File: src/rtl/nibble_serial_adder_ctrl_if.sv
// nibble_serial_adder_ctrl_if: operand/start handshake and result bus of the nibble-serial adder
interface nibble_serial_adder_ctrl_if;
  logic        start;
  logic        sub;
  logic        c_in;
  logic [15:0] a;
  logic [15:0] b;
  logic        busy;
  logic        done;
  logic [15:0] sum;
  logic        c_out;
  logic        ovf;
  modport master (output start, sub, c_in, a, b, input busy, done, sum, c_out, ovf);
  modport slave  (input start, sub, c_in, a, b, output busy, done, sum, c_out, ovf);
endinterface

File: src/rtl/nibble_serial_adder_ctrl.sv
// nibble_serial_adder_ctrl: 16-bit add/subtract sequenced over one 4-bit carry-lookahead adder
module four_bit_carry_lookahead_adder (
  input  logic [3:0] i_a,
  input  logic [3:0] i_b,
  input  logic       i_c,
  output logic [3:0] o_s,
  output logic       o_c
);
  logic [3:0] w_g, w_p;
  logic [4:0] w_c;
  assign w_g = i_a & i_b;
  assign w_p = i_a ^ i_b;
  assign w_c[0] = i_c;
  assign w_c[1] = w_g[0] | (w_p[0] & i_c);
  assign w_c[2] = w_g[1] | (w_p[1] & w_g[0]) | (&w_p[1:0] & i_c);
  assign w_c[3] = w_g[2] | (w_p[2] & w_g[1]) | (&w_p[2:1] & w_g[0]) | (&w_p[2:0] & i_c);
  assign w_c[4] = w_g[3] | (w_p[3] & w_g[2]) | (&w_p[3:2] & w_g[1]) | (&w_p[3:1] & w_g[0])
                | (&w_p[3:0] & i_c);
  assign o_s = w_p ^ w_c[3:0];
  assign o_c = w_c[4];
endmodule

module nibble_serial_adder_ctrl (
  input  logic                        clk,
  input  logic                        clr,
  nibble_serial_adder_ctrl_if.slave   s
);
  typedef enum logic [1:0] {IDLE, ADD, DONE} state_t;
  state_t      r_state, w_next;
  logic [15:0] r_a, r_b, r_acc, r_sum, w_acc;
  logic [1:0]  r_idx;
  logic        r_cy, r_c_out, r_ovf;
  logic [3:0]  w_an, w_bn, w_s;
  logic        w_co, w_accept, w_last;
  assign w_an = r_a[{r_idx, 2'b00} +: 4];
  assign w_bn = r_b[{r_idx, 2'b00} +: 4];
  four_bit_carry_lookahead_adder u_cla (
    .i_a (w_an),
    .i_b (w_bn),
    .i_c (r_cy),
    .o_s (w_s),
    .o_c (w_co)
  );
  always_comb begin
    w_accept = (r_state != ADD) && s.start;
    w_last   = (r_state == ADD) && (r_idx == 2'd3);
    w_next   = (r_state == ADD) ? (w_last ? DONE : ADD) : (s.start ? ADD : IDLE);
    w_acc    = r_acc;
    w_acc[{r_idx, 2'b00} +: 4] = w_s;
  end
  always_ff @(posedge clk or posedge clr)
    if (clr) r_state <= IDLE;
    else     r_state <= w_next;
  always_ff @(posedge clk or posedge clr) begin
    if (clr) begin
      r_a     <= '0;
      r_b     <= '0;
      r_acc   <= '0;
      r_idx   <= '0;
      r_cy    <= 1'b0;
      r_sum   <= '0;
      r_c_out <= 1'b0;
      r_ovf   <= 1'b0;
    end else if (w_accept) begin
      r_a   <= s.a;
      r_b   <= s.sub ? ~s.b : s.b;
      r_cy  <= s.sub | s.c_in;
      r_idx <= '0;
    end else if (r_state == ADD) begin
      r_acc <= w_acc;
      r_cy  <= w_co;
      r_idx <= r_idx + 2'd1;
      if (w_last) begin
        r_sum   <= w_acc;
        r_c_out <= w_co;
        // carry into bit 15 is a15^b15^s15; overflow is that XOR the carry out
        r_ovf   <= r_a[15] ^ r_b[15] ^ w_s[3] ^ w_co;
      end
    end
  end
  assign s.busy  = (r_state == ADD);
  assign s.done  = (r_state == DONE);
  assign s.sum   = r_sum;
  assign s.c_out = r_c_out;
  assign s.ovf   = r_ovf;
endmodule

File: src/flat_wrapper.sv
// flat-port wrapper written by rule: the top's interface ports become plain ports
module nibble_serial_adder_ctrl_flat 
  (clk, clr, s_start, s_sub, s_c_in, s_a, s_b, s_busy, s_done, s_sum, s_c_out, s_ovf);
  nibble_serial_adder_ctrl_if s_i ();
  input  logic clk;
  input  logic clr;
  input wire logic [$bits(s_i.start)-1:0] s_start;
  input wire logic [$bits(s_i.sub)-1:0] s_sub;
  input wire logic [$bits(s_i.c_in)-1:0] s_c_in;
  input wire logic [$bits(s_i.a)-1:0] s_a;
  input wire logic [$bits(s_i.b)-1:0] s_b;
  output wire logic [$bits(s_i.busy)-1:0] s_busy;
  output wire logic [$bits(s_i.done)-1:0] s_done;
  output wire logic [$bits(s_i.sum)-1:0] s_sum;
  output wire logic [$bits(s_i.c_out)-1:0] s_c_out;
  output wire logic [$bits(s_i.ovf)-1:0] s_ovf;
  assign s_i.start = s_start;
  assign s_i.sub = s_sub;
  assign s_i.c_in = s_c_in;
  assign s_i.a = s_a;
  assign s_i.b = s_b;
  assign s_busy = s_i.busy;
  assign s_done = s_i.done;
  assign s_sum = s_i.sum;
  assign s_c_out = s_i.c_out;
  assign s_ovf = s_i.ovf;
  nibble_serial_adder_ctrl u_core (.clk(clk), .clr(clr), .s(s_i));
endmodule
File: config.mk
export PLATFORM = sky130hd
export DESIGN_NAME = nibble_serial_adder_ctrl_flat
export DESIGN_NICKNAME = d
export VERILOG_FILES = /design/src/rtl/nibble_serial_adder_ctrl_if.sv /design/src/rtl/nibble_serial_adder_ctrl.sv /design/src/flat_wrapper.sv
export SDC_FILE = /design/constraint.sdc
export NUM_CORES = 1
export LEC_CHECK = 0
export ABC_AREA = 1
export BUFFER_PORTS_ARGS = -buffer_cell sky130_fd_sc_hd__buf_4
export CORE_ASPECT_RATIO = 0.7
export CORE_MARGIN = 5
export CORE_UTILIZATION = 45
export CTS_CLUSTER_SIZE = 12
export DETAILED_ROUTE_END_ITERATION = 6
export GPL_ROUTABILITY_DRIVEN = 0
export HOLD_SLACK_MARGIN = 0.1
export PLACE_DENSITY = 0.75
export SYNTH_ARGS = -nofsm -noshare
export SYNTH_HDL_FRONTEND = slang
export SYNTH_SLANG_ARGS = --single-unit
File: constraint.sdc
create_clock -name clk -period 2.8 [get_ports clk]
set_input_delay 0.56 -clock clk [delete_from_list [all_inputs] [get_ports clk]]
set_output_delay 0.56 -clock clk [all_outputs]
set_load 0.005 [all_outputs]
After elaboration in Yosys (flattened, before gate mapping)
Index checks and enable logic that the tools add are counted.
{"block": "op_classes", "n_addsub": 2, "n_shift": 4, "bitwise": 29, "n_eq_ne": 4, "mux": 9, "n_reduce_logical": 11}
{"operator": "$shiftx A16 B5 Y4", "count": 2}
{"operator": "$bwmux W16", "count": 1}
{"operator": "$mux W16", "count": 1}
{"operator": "$not A16 Y16", "count": 1}
{"operator": "$shift A4 B6 Y16 const A", "count": 1}
{"operator": "$shiftx A4 B6 Y16", "count": 1}
{"operator": "$or A1 B1 Y1", "count": 11}
{"operator": "$and A1 B1 Y1", "count": 10}
{"operator": "$reduce_and A3 Y1", "count": 3}
{"operator": "$mux W2", "count": 4}
{"operator": "$reduce_and A2 Y1", "count": 4}
{"operator": "$xor A4 B4 Y4", "count": 2}
{"operator": "$neg A4 Y6", "count": 1}
{"operator": "$and A4 B4 Y4", "count": 1}
{"operator": "$eq A2 B2 Y1 const B", "count": 2}
{"operator": "$reduce_and A4 Y1", "count": 1}
{"operator": "$mux W1", "count": 3}
{"operator": "$xor A1 B1 Y1", "count": 3}
{"operator": "$add A2 B1 Y2 const B", "count": 1}
{"operator": "$eq A2 B1 Y1 const B", "count": 1}
{"operator": "$logic_and A1 B1 Y1", "count": 2}
{"operator": "$ne A2 B1 Y1 const B", "count": 1}
{"operator": "$reduce_bool A2 Y1", "count": 1}
{"operator": "$not A1 Y1", "count": 1}
{"block": "word_totals", "output_inout_bits": 20, "reg_bits": 71, "in_bits": 37, "elab_cells": 68}

Logic depth before layout (Yosys ltp)
{"block": "depth", "depth_word": 9, "depth_mapped": 17, "ltp_nobuf": 15}

By module
From an unflattened synthesis, not the netlist that was laid out.
{"block": "hier_totals", "hier_cells": 458, "hier_area_um2": 3629.7}
{"mod": "nibble_serial_adder_ctrl", "seq_area_each_um2": 1676.6, "cells_per_inst": 427, "area_each_um2": 3443.3, "n_inst": 1}
{"mod": "four_bit_carry_lookahead_adder", "seq_area_each_um2": 0.0, "cells_per_inst": 31, "area_each_um2": 186.4, "n_inst": 1}

Worst setup path after synthesis
Ideal clock, no wire load.
{"block": "synth_path", "kind": "register -> register", "startpoint": "reg u_core.r_idx[0]", "endpoint": "reg u_core.r_ovf, in the netlist u_core.s.ovf", "path_stages_with_launch": 16, "synth_period_minus_slack_ps": 2209, "slack_ps": 591, "arrival_time_ps": 2093, "cell_sequence": "dfrtp_1 -> inv_2 -> clkbuf_1 -> nor2_1 -> o22ai_1 -> ha_1 -> nand2_1 -> clkinv_1 -> nand3_1 -> nand3_1 -> nand2_1 -> nand2_1 -> nand2_1 -> nand2_1 -> nand2_1 -> nand2_1"}
{"block": "synth_via", "elab_chain_cells": 9}
{"item": "from (decl)", "line": "nibble_serial_adder_ctrl.sv:31", "text": "logic [1:0] r_idx;"}
{"item": "from (signal assigned)", "line": "nibble_serial_adder_ctrl.sv:72", "text": "r_idx <= r_idx + 2'd1;"}
{"item": "$shiftx A16 B5 Y4, on equally long branches", "line": "nibble_serial_adder_ctrl.sv:35, nibble_serial_adder_ctrl.sv:36"}
{"item": "$xor A4 B4 Y4 or $and A4 B4 Y4 (tied branches)", "line": "nibble_serial_adder_ctrl.sv:12, nibble_serial_adder_ctrl.sv:11"}
{"item": "$and A1 B1 Y1 or $reduce_and A2 Y1 (tied branches)", "line": "nibble_serial_adder_ctrl.sv:16", "text": "assign w_c[3] = w_g[2] | (w_p[2] & w_g[1]) | (&w_p[2:1] & w_g[0]) | (&w_p[2:0] & i_c);"}
{"item": "$or A1 B1 Y1 or $and A1 B1 Y1 (tied branches)", "line": "nibble_serial_adder_ctrl.sv:16"}
{"item": "$or A1 B1 Y1 (2 in a row)", "line": "nibble_serial_adder_ctrl.sv:16"}
{"item": "$xor A4 B4 Y4", "line": "nibble_serial_adder_ctrl.sv:19", "text": "assign o_s = w_p ^ w_c[3:0];"}
{"item": "$xor A1 B1 Y1 (2 in a row)", "line": "nibble_serial_adder_ctrl.sv:77", "text": "r_ovf <= r_a[15] ^ r_b[15] ^ w_s[3] ^ w_co;"}
{"item": "to (signal assigned)", "line": "nibble_serial_adder_ctrl.sv:77"}
{"item": "to (decl)", "line": "nibble_serial_adder_ctrl.sv:32", "text": "logic r_cy, r_c_out, r_ovf;"}
Parallel ways exist; a longest one is shown, timed or not.
A chain may end at the register's enable or synchronous reset.

Worst setup path after layout
{"block": "layout_path", "startpoint": "reg u_core.r_idx[1]", "endpoint": "reg u_core.r_ovf, in the netlist u_core.s.ovf"}
Same word-level chain as after synthesis.

==> impl_metrics.yaml <==
timing:
  setup_violations: 0
  finalSetupTns_ns: 0
  rsz0062_at_grt: "false"
  min_period_ns: 2.48
  finalMaxSlewViolations: 0
  hold_viol_final: 0
  tightestPinTransition_ns: 0.835
  holdWs_ns: 0.417
  finalCritPeriodShare_pct: 88.6
  fmax_mhz: 403
  clock_skew_ns: 0.00527
  relSlewSlack_pct: 44.4
synth:
  synth_ff_type: "dfrtp_1"
  synth_top_family_by_area: "simple AND/OR/NAND/NOR gates"
  synthesis.area_um2: 3460
  synth_common_cells: "nand2_1, dfrtp_1, o21ai_0, inv_1, nor2_1"
  synth-simple-area-share_pct: 25.9
  synth_xor_area_share_pct: 5.28
  synth_compound_area_share_pct: 9.80
  syn_nets: 475
  yosys-top-cells-area: "dfrtp_1, nand2_1, xnor2_1"
  synth_cells: 427
  yosysSeqAreaShare_pct: 48.5
  syn_avg_cell_area_um2: 8.10
  async_flop_share_pct: 100
  muxShareOfSynthArea_pct: 0
  synth-warning-count: 0
  synth_cell_types: 29
  netlist.top_cell.by_area: "dfrtp_1"
  synth_most_common_cell: "nand2_1"
  netlist.area_leader.share_pct: 48.5
  ys_ff_latch: 67
  synth_adder_area_share_pct: 4.20
  synth_edf_count: 0
routing:
  route.vias.total: 2900
  top_layer: "met4"
  wl_met2_mm: 3.59
  wl_per_cell_um: 13.9
  viasPerCell: 4.98
  drt-pass1-iter-count: 5
  drt_iter0_markers: 212
  wirelength_mm: 8.11
  routedLengthMet1_mm: 3.92
  wl_met3_um: 523
  drcViolationCount: 0
  antenna_left: 0
cells_and_area:
  drive_gt1_share_pct: 20.2
  num-nets-final: 529
  antenna_cells: 0
  fill_cells: 668
  fin_util_pct: 56.0
  multi_input_area_um2: 1560
  seq_area_um2: 1680
  syn_to_final_growth_pct: 19.7
worst_setup_path:
  cp.required_ns: 3.03
  cp_max_fo: 10
  crit_path_end_kind: "flip-flop"
  worstSetupPathType: "flip-flop to flip-flop"
  cp_data_arrival_time_ns: 2.71
  worstSetupStartpointType: "flip-flop"
clocking:
  numCtsBuffers: 9
  hold_buffers: 0
  htree_levels: 3
  clk_pin_slew_ns: 0.07
  cts_buffer_depth: 2
  insertion_delay_ns: 0.34
  cts.sinks: 67
  cts_tree: "done"
  cts_root_buffer: "clkbuf_8"
floorplan:
  ios: 57
  die_h_um: 83.3
  die_width_um: 115
  floorplan.die_area_um2: 9570
  coreArea_um2: 7380
  std_cell_rows: 26
  initial_core_util_pct: 46.8
global_route:
  grt_first_pass_wirelength_mm: 14.1
  grt_pass1_vias: 2909
  grt.total_usage_pct: 18.2
  grt_max_degree: 68
  grt_antenna_before_repair: 0
  grt_overflow: 0
power:
  power.density_nw_per_um2: 1330
  p_sw_share_pct: 46.5
  combPwrFrac_pct: 55.7
  clockPowerShare_pct: 13.8
  p_sw_mw: 2.56
  p_leak_nw: 2.14
  ir_worst_vdd_v: 0.000519
  p_int_mw: 2.94
  pwr-share-seq_pct: 30.4
job:
  maxCapViolations: 0
worst_hold_path:
  hp-class: "input pin to flip-flop"
outcome:
  status: "finished clean"
placement:
  io_buffers: 56
  dpl.hpwl_mm: 5.79
## registers in the layout (all words and copies together) (netlist names)
signal / flops
u_core.r_acc: 12
u_core.r_b: 16
u_core.r_idx: 2
u_core.r_cy: 1
u_core.r_state: 2
u_core.s.c_out: 1
u_core.s.sum: 16
u_core.s.ovf: 1
u_core.r_a: 16
## critical path, stage by stage, from the launching register on
cell	delay [ns]
dfrtp_2	0.49
clkinvlp_4	0.16
buf_4	0.13
o21ai_0	0.08
o22ai_1	0.37
ha_1	0.32
nand2_1	0.07
clkinv_1	0.09
nand3_1	0.10
nand3_1	0.15
nand2_1	0.11
nand2_1	0.05
nand2_1	0.05
nand2_1	0.07
nand2_1	0.07
nand2_1	0.05
## cell usage in the layout (no fill, tap or decap), types with 11 or more instances in the layout
| master | count |
|---|---|
| o21ai_0 | 27 |
| o22ai_1 | 11 |
| nand2_1 | 166 |
| xnor2_1 | 17 |
| nor2_1 | 20 |
| buf_4 | 62 |
| inv_1 | 24 |
| o21ai_1 | 17 |
| nand3_1 | 11 |
| dfrtp_1 | 66 |
## timing repair
| item | in CTS | in global routing |
|---|---|---|
| buffers inserted | 0 | 3 |
| endpoints found under the setup margin | 0 | 1 |
| resized for setup | 0 | 2 |
## final timing paths
check / start / endpoint / slack, ns / cells past startpoint
max: u_core.r_idx[1]$_DFFE_PP0P_ / u_core.s.ovf$_DFFE_PP0P_ / 0.32 / 15
min: s_a[12] / u_core.r_a[12]$_DFFE_PP0P_ / 0.42 / 3
max reg2reg: u_core.r_idx[1]$_DFFE_PP0P_ / u_core.s.ovf$_DFFE_PP0P_ / 0.32 / 15
min reg2reg: u_core.r_a[11]$_DFFE_PP0P_ / u_core.r_a[11]$_DFFE_PP0P_ / 0.48 / 2
max in group asynchronous: clr / u_core.r_idx[1]$_DFFE_PP0P_ / 1.77 / 3
min in group asynchronous: clr / u_core.r_state[1]$_DFF_PP0_ / 0.46 / 3
## kinds of logic (layout without fill, tap and decap cells)
kind of cell,after synthesis,after routing
and+or+nand+nor,215,215
DFF,67,67
xor gates and xnor gates,20,20
buffers and inverters,52,109
adders and majority gates,11,11
AOI/OAI and AO/OA,62,62
## power by group through the flow
stage / registers [mW] / clock network [mW] / logic [mW]
floorplan: 1.60 / 0 / 2.30
global placement: 1.66 / 0 / 2.92
detailed placement: 1.67 / 0 / 3.00
CTS: 1.66 / 0.780 / 3.02
global route: 1.72 / 0.817 / 3.49
finish: 1.67 / 0.761 / 3.06
## through the flow
step	power, mW	area (um^2)	cells	setup WS, ns
floorplan	3.90	3460	427	0.557
global placement	4.58	3930	565	0.337
detailed placement	4.67	3930	565	0.289
CTS	5.46	4110	579	0.276
global route	6.02	4140	582	0.0547
finish	5.50	4140	582	0.320
## area by class of cell
type                            instances  share of cell area [%]
Sequential cell                        67                    40.5
Multi-Input combinational cell        308                    37.8
Timing Repair Buffer                   62                    11.2
Clock buffer                           11                    3.42
Inverter                               33                    3.08
Tap cell                               98                    2.96
Clock inverter                          3                   0.967
## metal layers
metal	GRT usage, %	vias up
met1	26.6	1342
met2	26.2	94
li1	-	1456
met3	4.80	8
met4	5.65	0
met5	0	-
Note: power is estimated with default switching activity, not from simulation.
